$ cat src/rtl/countdown_timer_k.sv
// Loadable modulo-M down-counter with one-cycle done pulse on expiry.
// Define COUNTDOWN_AUTO_RELOAD_EN to reload the last start value on expiry (periodic timer).
module countdown_timer_k #(
  parameter int M = 20
) (
  input  logic                        clk,
  input  logic                        aclr,
  input  logic                        start,
  input  logic                        stop,
  input  logic                        pause,
  input  logic                        tick,
  input  logic [((M > 2) ? $clog2(M) : 1)-1:0] load_val,
  output logic [((M > 2) ? $clog2(M) : 1)-1:0] Q,
  output logic                        busy,
  output logic                        done,
  output logic                        zero
);
  localparam int N = (M > 2) ? $clog2(M) : 1;
  localparam logic [N-1:0] MAX = N'(M - 1);
  localparam logic [N-1:0] ONE = N'(1);

  typedef enum logic [1:0] {IDLE, RUN, EXPIRE} state_t;

  state_t      state, state_n;
  logic [N-1:0] q_n, ld_v;

  assign ld_v = (load_val > MAX) ? MAX : load_val;

`ifdef COUNTDOWN_AUTO_RELOAD_EN
  logic [N-1:0] reload;

  always_ff @(posedge clk or negedge aclr) begin
    if (!aclr)      reload <= '0;
    else if (start) reload <= ld_v;
  end
`endif

  always_ff @(posedge clk or negedge aclr) begin
    if (!aclr) begin
      state <= IDLE;
      Q     <= '0;
    end else begin
      state <= state_n;
      Q     <= q_n;
    end
  end

  always_comb begin
    state_n = state;
    q_n     = Q;
    if (start) begin
      // a tick on the same edge is absorbed by the load
      q_n     = ld_v;
      state_n = (ld_v != '0) ? RUN : EXPIRE;
    end else if (stop) begin
      q_n     = '0;
      state_n = IDLE;
    end else begin
      case (state)
        RUN: begin
          if (tick && !pause) begin
            if (Q <= ONE) begin
              q_n     = '0;
              state_n = EXPIRE;
            end else begin
              q_n = Q - ONE;
            end
          end
        end
        EXPIRE: begin
`ifdef COUNTDOWN_AUTO_RELOAD_EN
          if (reload != '0) begin
            q_n     = reload;
            state_n = RUN;
          end else begin
            state_n = IDLE;
          end
`else
          state_n = IDLE;
`endif
        end
        default: state_n = IDLE;
      endcase
    end
  end

  assign busy = (state == RUN);
  assign done = (state == EXPIRE);
  assign zero = (Q == '0);
endmodule

$ cat config.mk
export PLATFORM = sky130hd
export DESIGN_NAME = countdown_timer_k
export DESIGN_NICKNAME = d
export VERILOG_FILES = /design/src/rtl/countdown_timer_k.sv
export SDC_FILE = /design/constraint.sdc
export NUM_CORES = 1
export LEC_CHECK = 0
export ABC_CLOCK_PERIOD_IN_PS = 4490
export BUFFER_PORTS_ARGS = -buffer_cell sky130_fd_sc_hd__buf_2
export CORE_AREA = 2 2 39 41
export CTS_CLUSTER_DIAMETER = 120
export DETAILED_ROUTE_END_ITERATION = 8
export DIE_AREA = 0 0 41 43
export GPL_ROUTABILITY_DRIVEN = 0
export GPL_TIMING_DRIVEN = 0
export PLACE_DENSITY = 0.63
export SLEW_MARGIN = 20
export SYNTH_ARGS = -nofsm -noshare
export SYNTH_HDL_FRONTEND = slang
export SYNTH_SLANG_ARGS = --single-unit
$ cat constraint.sdc
create_clock -name clk -period 4.49 [get_ports clk]
set_clock_uncertainty 0.2 [all_clocks]
set_input_delay 0.898 -clock clk [delete_from_list [all_inputs] [get_ports clk]]
set_output_delay 0.898 -clock clk [all_outputs]
set_load 0.05 [all_outputs]
==> results.tsv, run 1 <==
stage	metric	value	unit
status	outcome	completed	
sta	fin crit share	0.649	
floorplanning	core area	1380	sq um
finish	Antenna Cells	0	
placement	DP Cell Count	90	
finish	most frequent cells in the layout	buf_2 (18), dfrtp_1 (7), inv_1 (4), nand2_1 (4)	
clock_tree	Inserted Clock Buffers	3	
clock_tree	# hold bufs at CTS	0	
sta	worst-margin pin slew	0.731	ns
global_route	Congestion Overflow GR	0	
global_route	overall routing resource usage	0.162	
finish	non-filler cells, final	94	
detailed_routing	1st-pass router iterations	4	
logic_synthesis	Synth Area per Inst	9.04	sq um
detailed_routing	DRC viols	0	
detailed_routing	Detail Route Antenna Nets	0	
finish	Final Cell Area	647	sq um
sta	setup TNS	0	ns
power_and_ir_drop	sw power	0.0000798	W
finish	share of layout cells above drive strength 1	0.295	
sta	crit path time final	2.91	ns
clock_tree	CTS Buffer Depth	2	
detailed_routing	total length of routed wires	1.22	mm
logic_synthesis	Syn. warnings	0	
power_and_ir_drop	Net Sw Frac	0.390	
logic_synthesis	Cell Area, Synth	515	sq um
detailed_routing	Vias	531	
floorplanning	initial core utilization	0.373	
clock_tree	CTS root buffer	clkbuf_4	
global_route	first-pass GRT wire length	1.90	mm
placement	area post-placement	621	sq um
job	Max Cap Viol	0	
setup_path	Stages on worst setup path	3	
setup_path	Reg2Reg Setup Slack	2.53	ns
global_route	vias in the first global route	480	
sta	RSZ-0062 raised after global routing	false	
power_and_ir_drop	clock power share	0.276	
global_route	antenna violations before repair	0	
worst_hold_path	Hold Crit Class	primary input to asynchronous set/reset pin	
setup_path	critical path class	flop to output port	
clock_tree	Clock Pin Slew Worst Setup and Hold Paths	0.05	ns
floorplanning	Die X	41	microns
setup_path	Slowest-stage cell, CP	nor3_1	
placement	PortBufs	17	
clock_tree	clk_lat worst skew	0.25	ns
logic_synthesis	Synth cell types	32	
floorplanning	I/O pin total	19	
logic_synthesis	Synth top area share	0.340	
sta	Rel. slew slack	0.509	
setup_path	crit end category	output port	
setup_path	critical path startpoint category	flop	
setup_path	crit-path max FO	8	
clock_tree	H-tree depth	1	
power_and_ir_drop	Max VDD drop	146	uV
finish	Core Util, Final	0.467	
finish	Layout area overhead	25.5	%
setup_path	Top Family by Delay on Critical Path	simple AND/OR/NAND/NOR gates	
setup_path	CP peak stage delay	0.65	ns
setup_path	Worst Path Arrival	1.82	ns
global_route	largest net degree at the start of global routing	11	
floorplanning	row cnt	14	
setup_path	Cell Chain, Critical Path	nor3_1 -> and2_1 -> buf_2	
clock_tree	post-CTS setup buffer count	0	
power_and_ir_drop	P_int	0.000125	W
clock_tree	post-CTS sizing	0	
setup_path	R2R cell count	3	
clock_tree	total clock sinks	7	
power_and_ir_drop	Pleak	0.302	nW
logic_synthesis	synthesized instance count	57	
sta	Setup violations, final	0	
power_and_ir_drop	Flop pwr share	0.376	
sta	Peak Freq	343	MHz
power_and_ir_drop	Tot Pwr	0.000205	W
finish	most common cell after layout, fill and taps aside	buf_2	
detailed_routing	WL/cell	13.0	microns
logic_synthesis	Seq/Total Area, Yosys	0.340	
floorplanning	die height	43	microns
setup_path	Required @ worst endpoint	3.39	ns
finish	Final #Nets	93	
detailed_routing	drt via density	5.65	
clock_tree	CTS tree	built	
power_and_ir_drop	pwr/cell area	316	nW/um^2
power_and_ir_drop	combinational share of power	0.348	
logic_synthesis	Seq cells post-synth	7	
placement	post-detail-place hpwl	958	microns
logic_synthesis	largest cells by area after synthesis	dfrtp_1 (34%), ha_1 (7.3%), o32a_1 (3.9%)	
logic_synthesis	post-synth net total	71	
sta	Hold Fails Final Rpt	0	
setup_path	CP bufs+invs	1	
sta	Slew Limit Fails	0	
detailed_routing	Iteration-0 DRC Markers	8	
floorplanning	overall die area	1760	sq um
logic_synthesis	post-synth top area cell	dfrtp_1	
-- metrics by stage --
stage | hold WS (ns) | worst slack [ns]
2_1_floorplan | 0.401 | 1.84
3_3_place_gp | 0.388 | 1.89
3_5_place_dp | 0.382 | 1.86
4_1_cts | 0.271 | 1.59
5_1_grt | 0.271 | 1.52
6_report | 0.272 | 1.58
-- area by class of cell --
type,count,area (sq um)
Fill cell,148,737
Multi-Input combinational cell,45,320
Sequential cell,7,175
Timing Repair Buffer,17,85.1
Clock buffer,4,26.3
Tap cell,16,20.0
Inverter,4,15.0
Buffer,1,5.00
-- path summary, 6_finish.rpt --
check	startpoint	endpoint
max in group asynchronous	aclr	state[0]
min reg2reg	Q[3]	Q[3]
max	Q[2]	zero
max reg2reg	Q[2]	Q[1]
min	aclr	Q[3]
min in group clk	Q[3]	Q[3]
-- metal layers --
layer | routed length, microns | track usage | vias up
li1 | - | - | 263
met1 | 517 | 0.192 | 249
met2 | 590 | 0.244 | 15
met3 | 89 | 0.0785 | 4
met4 | 23 | 0.0600 | 0
met5 | 0 | 0 | -
-- synthesized netlist by cell type --
| master | count |
|---|---|
| a32o_1 | 1 |
| nor4bb_1 | 1 |
| and3b_1 | 1 |
| nor4_1 | 2 |
| o311ai_0 | 1 |
| dfrtp_1 | 7 |
| o22ai_1 | 2 |
| nor2_1 | 3 |
| a2111o_1 | 1 |
| or3_1 | 1 |
| o32a_1 | 2 |
| ha_1 | 3 |
| buf_2 | 1 |
| nor3_1 | 2 |
| a211oi_1 | 2 |
| or2_1 | 1 |
| nand2_1 | 4 |
| nand4bb_1 | 1 |
| o21bai_1 | 1 |
| inv_1 | 4 |
| nand3_1 | 1 |
| nand4b_1 | 1 |
| and2_1 | 3 |
| nor2b_1 | 2 |
| a31oi_1 | 1 |
| o211ai_1 | 2 |
| nand4_1 | 1 |
| or4_1 | 1 |
| or3_2 | 1 |
| o21ai_0 | 1 |
| nand3b_1 | 1 |
| or2_2 | 1 |
-- power by group through the flow --
| stage | logic, W | registers [W] | clock network, W |
|---|---|---|---|
| after floorplan | 0.0000354 | 0.0000930 | 0 |
| after global placement | 0.0000711 | 0.0000780 | 0 |
| after detailed placement | 0.0000716 | 0.0000781 | 0 |
| after CTS | 0.0000717 | 0.0000771 | 0.0000588 |
| after global routing | 0.0000771 | 0.0000784 | 0.0000642 |
| final | 0.0000713 | 0.0000770 | 0.0000564 |
-- sequential cells by signal, summed over array words and instances, names as in the netlist --
signal,count
Q,5
state,2
-- worst register-to-register path, cell delays in order, from the launching register on --
cell,delay [ns]
dfrtp_1,0.45
nor3_1,0.65
a211oi_1,0.16
o32a_1,0.38
-- kinds of logic after synthesis --
kind of cell,synth area share
simple gates,0.333
buf+inv,0.0388
compound gates,0.216
flops,0.340
fa+ha+maj,0.0728
Note: power is estimated with default switching activity, not from simulation.
==> run 2: changes to the inputs <==
--- a/config.mk
+++ b/config.mk
@@ -5,15 +5,16 @@
 export SDC_FILE = /design/constraint.sdc
 export NUM_CORES = 1
 export LEC_CHECK = 0
-export ABC_CLOCK_PERIOD_IN_PS = 4490
+export ABC_AREA = 1
+export ABC_CLOCK_PERIOD_IN_PS = 2500
 export BUFFER_PORTS_ARGS = -buffer_cell sky130_fd_sc_hd__buf_2
-export CORE_AREA = 2 2 39 41
+export CORE_MARGIN = 2
+export CORE_UTILIZATION = 43
 export CTS_CLUSTER_DIAMETER = 120
 export DETAILED_ROUTE_END_ITERATION = 8
-export DIE_AREA = 0 0 41 43
 export GPL_ROUTABILITY_DRIVEN = 0
 export GPL_TIMING_DRIVEN = 0
-export PLACE_DENSITY = 0.63
+export PLACE_DENSITY = 0.7
 export SLEW_MARGIN = 20
 export SYNTH_ARGS = -nofsm -noshare
 export SYNTH_HDL_FRONTEND = slang
==> constraint.sdc (replaced) <==
create_clock -name clk -period 2.5 [get_ports clk]
set_clock_uncertainty 0.2 [all_clocks]
set_input_delay 0.5 -clock clk [delete_from_list [all_inputs] [get_ports clk]]
set_output_delay 0.5 -clock clk [all_outputs]
set_load 0.05 [all_outputs]
==> run 2 against run 1 <==
Combinational power grew 150%. Cell area grew 11%. Via count grew 8.3%. Worst setup slack lost 1.1 ns. Register-to-register slack lost 1.5 ns. Global-route usage grew 0.82 points. First-iteration DRC count grew 25%. Critical path type unchanged. Highest routed layer unchanged.
==> results.tsv, run 2 <==
stage	metric	value	unit	change
floorplanning	I/O pin total	19		unchanged
detailed_routing	Detail Route Antenna Nets	0		unchanged
power_and_ir_drop	sw power	0.000180	W	was 0.0000798 W
global_route	first-pass GRT wire length	1.77	mm	was 1.90 mm
global_route	met2 Usage GRT	0.313		was 0.244
logic_synthesis	Cell Area, Synth	571	sq um	was 515 sq um
setup_path	Required @ worst endpoint	1.80	ns	was 3.39 ns
setup_path	critical path startpoint category	flop		unchanged
finish	biggest regs	Q x5, state x2		unchanged
logic_synthesis	Syn. warnings	0		unchanged
sta	WHS	0.362	ns	was 0.272 ns
finish	Final #Nets	126		was 93
floorplanning	overall die area	1630	sq um	was 1760 sq um
worst_hold_path	Hold Crit Class	primary input to flop		was primary input to asynchronous set/reset pin
finish	share of layout cells above drive strength 1	0.243		was 0.295
logic_synthesis	post-synth net total	102		was 71
global_route	largest net degree at the start of global routing	8		was 11
sta	Rel. slew slack	0.835		was 0.509
global_route	vias in the first global route	460		was 480
logic_synthesis	Main synth FF type	dfrtp_1		unchanged
placement	post-detail-place hpwl	963	microns	was 958 microns
clock_tree	post-CTS setup buffer count	0		unchanged
finish	Core Util, Final	0.564		was 0.467
logic_synthesis	ys async rst share	1.00		unchanged
placement	PortBufs	18		was 17
power_and_ir_drop	pwr/cell area	587	nW/um^2	was 316 nW/um^2
power_and_ir_drop	combinational share of power	0.417		was 0.348
floorplanning	core area	1270	sq um	was 1380 sq um
clock_tree	CTS root buffer	clkbuf_4		unchanged
clock_tree	Inserted Clock Buffers	3		unchanged
detailed_routing	Iteration-0 DRC Markers	10		was 8
sta	RSZ-0062 raised after global routing	false		unchanged
floorplanning	initial core utilization	0.450		was 0.373
sta	crit path time final	2.07	ns	
setup_path	Worst Path Arrival	1.37	ns	was 1.82 ns
sta	fin crit share	0.828		
logic_synthesis	Post-synth EDFFs	0		unchanged
sta	Hold Fails Final Rpt	0		unchanged
sta	Setup violations, final	0		unchanged
finish	most frequent cells in the layout	nand2_1 (29), buf_2 (18), inv_1 (14)		was buf_2 (18), dfrtp_1 (7), inv_1 (4), nand2_1 (4)
clock_tree	CTS tree	built		unchanged
detailed_routing	Vias	575		was 531
job	Max Cap Viol	0		unchanged
sta	Peak Freq	483	MHz	
detailed_routing	1st-pass router iterations	4		unchanged
logic_synthesis	largest cells by area after synthesis	dfrtp_1 (31%), nand2_1 (19%), inv_1 (9.2%)		was dfrtp_1 (34%), ha_1 (7.3%), o32a_1 (3.9%)
global_route	M3 GR Usage	0.0333		was 0.0785
detailed_routing	drt via density	4.56		was 5.65
power_and_ir_drop	P_int	0.000240	W	was 0.000125 W
global_route	overall routing resource usage	0.170		was 0.162
power_and_ir_drop	Pleak	0.426	nW	was 0.302 nW
setup_path	crit-path max FO	6		was 8
logic_synthesis	synth cell count leaders	nand2_1 (29), inv_1 (14), nor2_1 (13), dfrtp_1 (7), nand3_1 (5)		was dfrtp_1 (7), inv_1 (4), nand2_1 (4)
logic_synthesis	post-synth top area cell	dfrtp_1		unchanged
finish	Antenna Cells	0		unchanged
logic_synthesis	synthesized instance count	88		was 57
clock_tree	CTS Buffer Depth	2		unchanged
sta	worst-margin pin slew	0.245	ns	was 0.731 ns
logic_synthesis	top-count cell post-synth	nand2_1		was dfrtp_1
power_and_ir_drop	clock power share	0.234		was 0.276
power_and_ir_drop	Net Sw Frac	0.428		was 0.390
logic_synthesis	Synth cell types	18		was 32
finish	most common cell after layout, fill and taps aside	nand2_1		was buf_2
detailed_routing	DRC viols	0		unchanged
detailed_routing	WL/cell	9.18	microns	was 13.0 microns
logic_synthesis	Seq cells post-synth	7		unchanged
floorplanning	Die X	40.4	microns	was 41 microns
clock_tree	Clock Pin Slew Worst Setup and Hold Paths	0.05	ns	about the same
finish	filler cell count	128		was 148
status	outcome	completed		unchanged
floorplanning	row cnt	13		was 14
detailed_routing	total length of routed wires	1.16	mm	was 1.22 mm
clock_tree	H-tree depth	1		unchanged
setup_path	critical path class	flop to output port		unchanged
setup_path	crit end category	output port		unchanged
finish	Layout area overhead	25.4	%	was 25.5%
floorplanning	die height	40.4	microns	was 43 microns
power_and_ir_drop	Tot Pwr	0.000420	W	was 0.000205 W
power_and_ir_drop	Max VDD drop	213	uV	was 146 uV
sta	Slew Limit Fails	0		unchanged
global_route	Congestion Overflow GR	0		unchanged
sta	setup TNS	0	ns	unchanged
finish	Largest register FFs	5		unchanged
logic_synthesis	Synth top area share	0.307		was 0.340
clock_tree	total clock sinks	7		unchanged
global_route	busiest grt layer	met2		unchanged
power_and_ir_drop	Flop pwr share	0.349		was 0.376
logic_synthesis	Synth Area per Inst	6.48	sq um	was 9.04 sq um
clock_tree	clk_lat worst skew	0.25	ns	about the same
global_route	grt met1 use	0.174		was 0.192
finish	largest reg by FF count	Q		unchanged
global_route	antenna violations before repair	0		unchanged
logic_synthesis	Seq/Total Area, Yosys	0.307		was 0.340
==> run 2: cell type report <==
cell class | count | area (sq um) | area share
clock buffers | 4 | 26.3 | 0.0367
repair buffers | 19 | 100 | 0.140
flip-flops and latches | 7 | 175 | 0.245
inverters | 16 | 62.6 | 0.0874
well taps | 15 | 18.8 | 0.0262
multi-input cells | 65 | 333 | 0.465
==> run 2: worst paths after layout <==
path                       startpoint  endpoint  depth (start not counted)  slack, ns
max                              Q[0]      zero                          5       0.43
min                             start  state[0]                          3       0.36
max reg2reg                      Q[1]  state[0]                          6       0.98
min reg2reg                      Q[1]      Q[1]                          2       0.37
max in group asynchronous        aclr      Q[3]                          2       1.53
min in group asynchronous        aclr      Q[2]                          2       0.42
==> run 2: logic make-up after synthesis <==
| family | Yosys count | share of synthesized area |
|---|---|---|
| fa+ha+maj | 3 | 0.0658 |
| buf+inv | 16 | 0.110 |
| flops | 7 | 0.307 |
| simple gates | 54 | 0.432 |
| compound gates | 7 | 0.0702 |
| xor+xnor | 1 | 0.0154 |
==> run 2: critical path, cell delays in order (launching register included) <==
cell,delay (ns)
dfrtp_1,0.43
inv_1,0.14
ha_1,0.16
nand2_1,0.05
nor2_1,0.09
buf_2,0.26
==> run 2: metal layers <==
metal | up-vias | wire, microns | part of all wire
met4 | 0 | 38 | 0.033
met1 | 236 | 494 | 0.43
met5 | - | 0 | 0
met3 | 5 | 56 | 0.048
li1 | 314 | - | -
met2 | 20 | 568 | 0.49
==> run 2: repair_timing <==
item	in CTS	in global routing
setup endpoints to repair	0	0
endpoints found under the hold margin	7	0
hold buffers	1	0
resized for setup	0	0
==> run 2: power by group through the flow <==
stage / sequential, W / combinational [W] / clock, W
floorplan: 0.000186 / 0.0000915 / 0
detailed placement: 0.000148 / 0.000175 / 0
global route: 0.000150 / 0.000194 / 0.000109
CTS: 0.000147 / 0.000177 / 0.000101
finish: 0.000146 / 0.000175 / 0.0000984
global placement: 0.000148 / 0.000172 / 0
==> run 2: stage by stage <==
step           std cells  cell area, sq um  setup WS (ns)
4_1_cts              126               716          0.402
2_1_floorplan         88               571          0.173
6_report             126               716          0.429
3_5_place_dp         121               679          0.668
3_3_place_gp         121               679          0.718
5_1_grt              126               716          0.333
==> run 3: changes to the inputs <==
--- a/config.mk
+++ b/config.mk
@@ -6,7 +6,7 @@
 export NUM_CORES = 1
 export LEC_CHECK = 0
 export ABC_AREA = 1
-export ABC_CLOCK_PERIOD_IN_PS = 2500
+export ABC_CLOCK_PERIOD_IN_PS = 1800
 export BUFFER_PORTS_ARGS = -buffer_cell sky130_fd_sc_hd__buf_2
 export CORE_MARGIN = 2
 export CORE_UTILIZATION = 43
==> constraint.sdc (replaced) <==
create_clock -name clk -period 1.8 [get_ports clk]
set_clock_uncertainty 0.2 [all_clocks]
set_input_delay 0.36 -clock clk [delete_from_list [all_inputs] [get_ports clk]]
set_output_delay 0.36 -clock clk [all_outputs]
set_load 0.05 [all_outputs]
==> run 3 against run 2 <==
Hold slack worse by 0.15 ns. Critical path type unchanged. Combinational power is 64% higher. Cell count is 1.6% higher. Sequential share of layout area is 1.5 points lower. Highest routed layer unchanged.
==> results.tsv, run 3 (synthesized netlist as in run 2, its figures left out) <==
stage	metric	value	unit	change
finish	Final Cell Area	773	sq um	was 716 sq um
floorplanning	row cnt	13		unchanged
status	outcome	completed		unchanged
floorplanning	overall die area	1630	sq um	unchanged
power_and_ir_drop	Net Sw Frac	0.432		was 0.428
detailed_routing	1st-pass router iterations	2		was 4
detailed_routing	Iteration-0 DRC Markers	5		was 10
power_and_ir_drop	P_int	0.000359	W	was 0.000240 W
finish	biggest regs	Q x5, state x2		unchanged
sta	Slew Limit Fails	0		unchanged
clock_tree	total clock sinks	7		unchanged
setup_path	Cell Chain, Critical Path	inv_2 -> ha_4 -> nand2_2 -> nor2_4 -> buf_8		was inv_1 -> ha_1 -> nand2_1 -> nor2_1 -> buf_2
finish	most frequent cells in the layout	nand2_1 (28), buf_2 (17), inv_1 (12)		was nand2_1 (29), buf_2 (18), inv_1 (14)
sta	worst-margin pin slew	0.260	ns	was 0.245 ns
detailed_routing	Detail Route Antenna Nets	0		unchanged
global_route	Congestion Overflow GR	0		unchanged
finish	share of layout cells above drive strength 1	0.327		was 0.243
sta	setup TNS	0	ns	unchanged
power_and_ir_drop	combinational share of power	0.452		was 0.417
clock_tree	H-tree depth	1		unchanged
finish	most common cell after layout, fill and taps aside	nand2_1		unchanged
setup_path	Required @ worst endpoint	1.24	ns	was 1.80 ns
setup_path	CP peak stage delay	0.40	ns	was 0.43 ns
setup_path	critical path startpoint category	flop		unchanged
clock_tree	Inserted Clock Buffers	3		unchanged
global_route	antenna violations before repair	0		unchanged
clock_tree	CTS root buffer	clkbuf_4		unchanged
placement	post-detail-place hpwl	1.01	mm	was 963 microns
finish	Core Util, Final	0.609		was 0.564
setup_path	Slowest-stage cell, CP	dfrtp_2		was dfrtp_1
setup_path	R2R cell count	6		unchanged
placement	area post-placement	688	sq um	was 679 sq um
detailed_routing	Vias	600		was 575
sta	Hold Fails Final Rpt	0		unchanged
power_and_ir_drop	clock power share	0.223		was 0.234
finish	Final #Nets	128		was 126
setup_path	crit-path max FO	4		was 6
global_route	vias in the first global route	492		was 460
detailed_routing	WL/cell	9.90	microns	was 9.18 microns
global_route	first-pass GRT wire length	2.02	mm	was 1.77 mm
setup_path	r2r startpoint	Q[0]		was Q[1]
job	Max Cap Viol	0		unchanged
finish	largest reg by FF count	Q		unchanged
floorplanning	die height	40.4	microns	unchanged
sta	Rel. slew slack	0.827		was 0.835
clock_tree	CTS tree	built		unchanged
setup_path	critical path class	flop to output port		unchanged
finish	Antenna Cells	0		unchanged
setup_path	Worst Path Arrival	1.20	ns	was 1.37 ns
power_and_ir_drop	Pleak	0.437	nW	was 0.426 nW
setup_path	Worst setup startpoint	Q[0]		unchanged
sta	fin crit share	0.977		
worst_hold_path	Hold Crit Class	primary input to flop		unchanged
detailed_routing	DRC viols	0		unchanged
finish	Largest register FFs	5		unchanged
finish	Layout area overhead	35.5	%	was 25.4%
worst_hold_path	Hold Path Depth	3		unchanged
floorplanning	I/O pin total	19		unchanged
power_and_ir_drop	Tot Pwr	0.000633	W	was 0.000420 W
finish	filler cell count	127		was 128
placement	DP Cell Count	121		unchanged
power_and_ir_drop	Flop pwr share	0.325		was 0.349
sta	RSZ-0062 raised after global routing	false		unchanged
clock_tree	CTS Buffer Depth	2		unchanged
power_and_ir_drop	Max VDD drop	345	uV	was 213 uV
placement	PortBufs	18		unchanged
setup_path	crit end category	output port		unchanged
finish	non-filler cells, final	128		was 126
power_and_ir_drop	pwr/cell area	819	nW/um^2	was 587 nW/um^2
floorplanning	Die X	40.4	microns	unchanged
sta	crit path time final	1.76	ns	
worst_hold_path	Min-Delay Startpoint	start		unchanged
power_and_ir_drop	sw power	0.000274	W	was 0.000180 W
floorplanning	initial core utilization	0.450		unchanged
clock_tree	Clock Pin Slew Worst Setup and Hold Paths	0.05	ns	about the same
detailed_routing	drt via density	4.69		was 4.56
sta	Setup violations, final	0		unchanged
global_route	overall routing resource usage	0.191		was 0.170
detailed_routing	total length of routed wires	1.27	mm	was 1.16 mm
global_route	largest net degree at the start of global routing	8		unchanged
clock_tree	clk_lat worst skew	0.25	ns	about the same
sta	Peak Freq	568	MHz	
floorplanning	core area	1270	sq um	unchanged
-- run 3: cell types whose count changed in the layout (fill, tap and decap cells not counted), sizes merged --
cell / before / now
buf: 18 / 20
-- run 3: path summary, 6_finish.rpt --
kind	end	slack (ns)
max	zero	0.04
min	state[0]	0.21
max reg2reg	Q[3]	0.19
min reg2reg	Q[1]	0.43
max in group asynchronous	Q[0]	0.97
min in group asynchronous	Q[4]	0.26
-- run 3: metal layers --
| layer | vias up | track usage | routed length, microns | share of wire |
|---|---|---|---|---|
| met2 | 16 | 0.337 | 629 | 0.50 |
| met5 | - | 0 | 0 | 0 |
| met1 | 260 | 0.224 | 574 | 0.45 |
| met3 | 2 | 0.0167 | 46 | 0.036 |
| li1 | 322 | - | - | - |
| met4 | 0 | 0.100 | 16 | 0.013 |
-- run 3: worst max-delay path: cells and delay by family (launching register included) --
family	cells	cell delay, ns
buf+inv	2	0.25
fa+ha+maj	1	0.14
simple gates	2	0.15
flops	1	0.40
-- run 3: area by class of cell --
type                            instances  area [sq um]  area share
Multi-Input combinational cell         65           363       0.469
Inverter                               16          62.6      0.0809
Clock buffer                            4          26.3      0.0340
Timing Repair Buffer                   21           125       0.162
Tap cell                               15          18.8      0.0243
Sequential cell                         7           178       0.230
-- run 3: timing repair --
action / in CTS / in global routing
gates resized for setup: 6 / 5
hold endpoints to repair: 7 / 0
hold buffers: 1 / 0
setup buffers: 2 / 0
setup endpoints to repair: 1 / 1
pin swaps: 0 / 0
-- run 3: stage by stage --
step | setup slack (ns) | hold WS [ns]
2_1_floorplan | 0.000668 | -0.136
3_3_place_gp | 0.136 | -0.00483
3_5_place_dp | 0.0819 | -0.00354
4_1_cts | 0.00592 | 0.216
5_1_grt | 0.0133 | 0.242
6_report | 0.0407 | 0.214
-- run 3: power by group through the flow --
stage          Combinational (W)  Sequential, W  Clock (W)
5_1_grt                 0.000315       0.000208   0.000151
4_1_cts                 0.000273       0.000203   0.000142
3_3_place_gp            0.000243       0.000207          0
2_1_floorplan           0.000130       0.000260          0
3_5_place_dp            0.000249       0.000209          0
6_report                0.000287       0.000206   0.000141
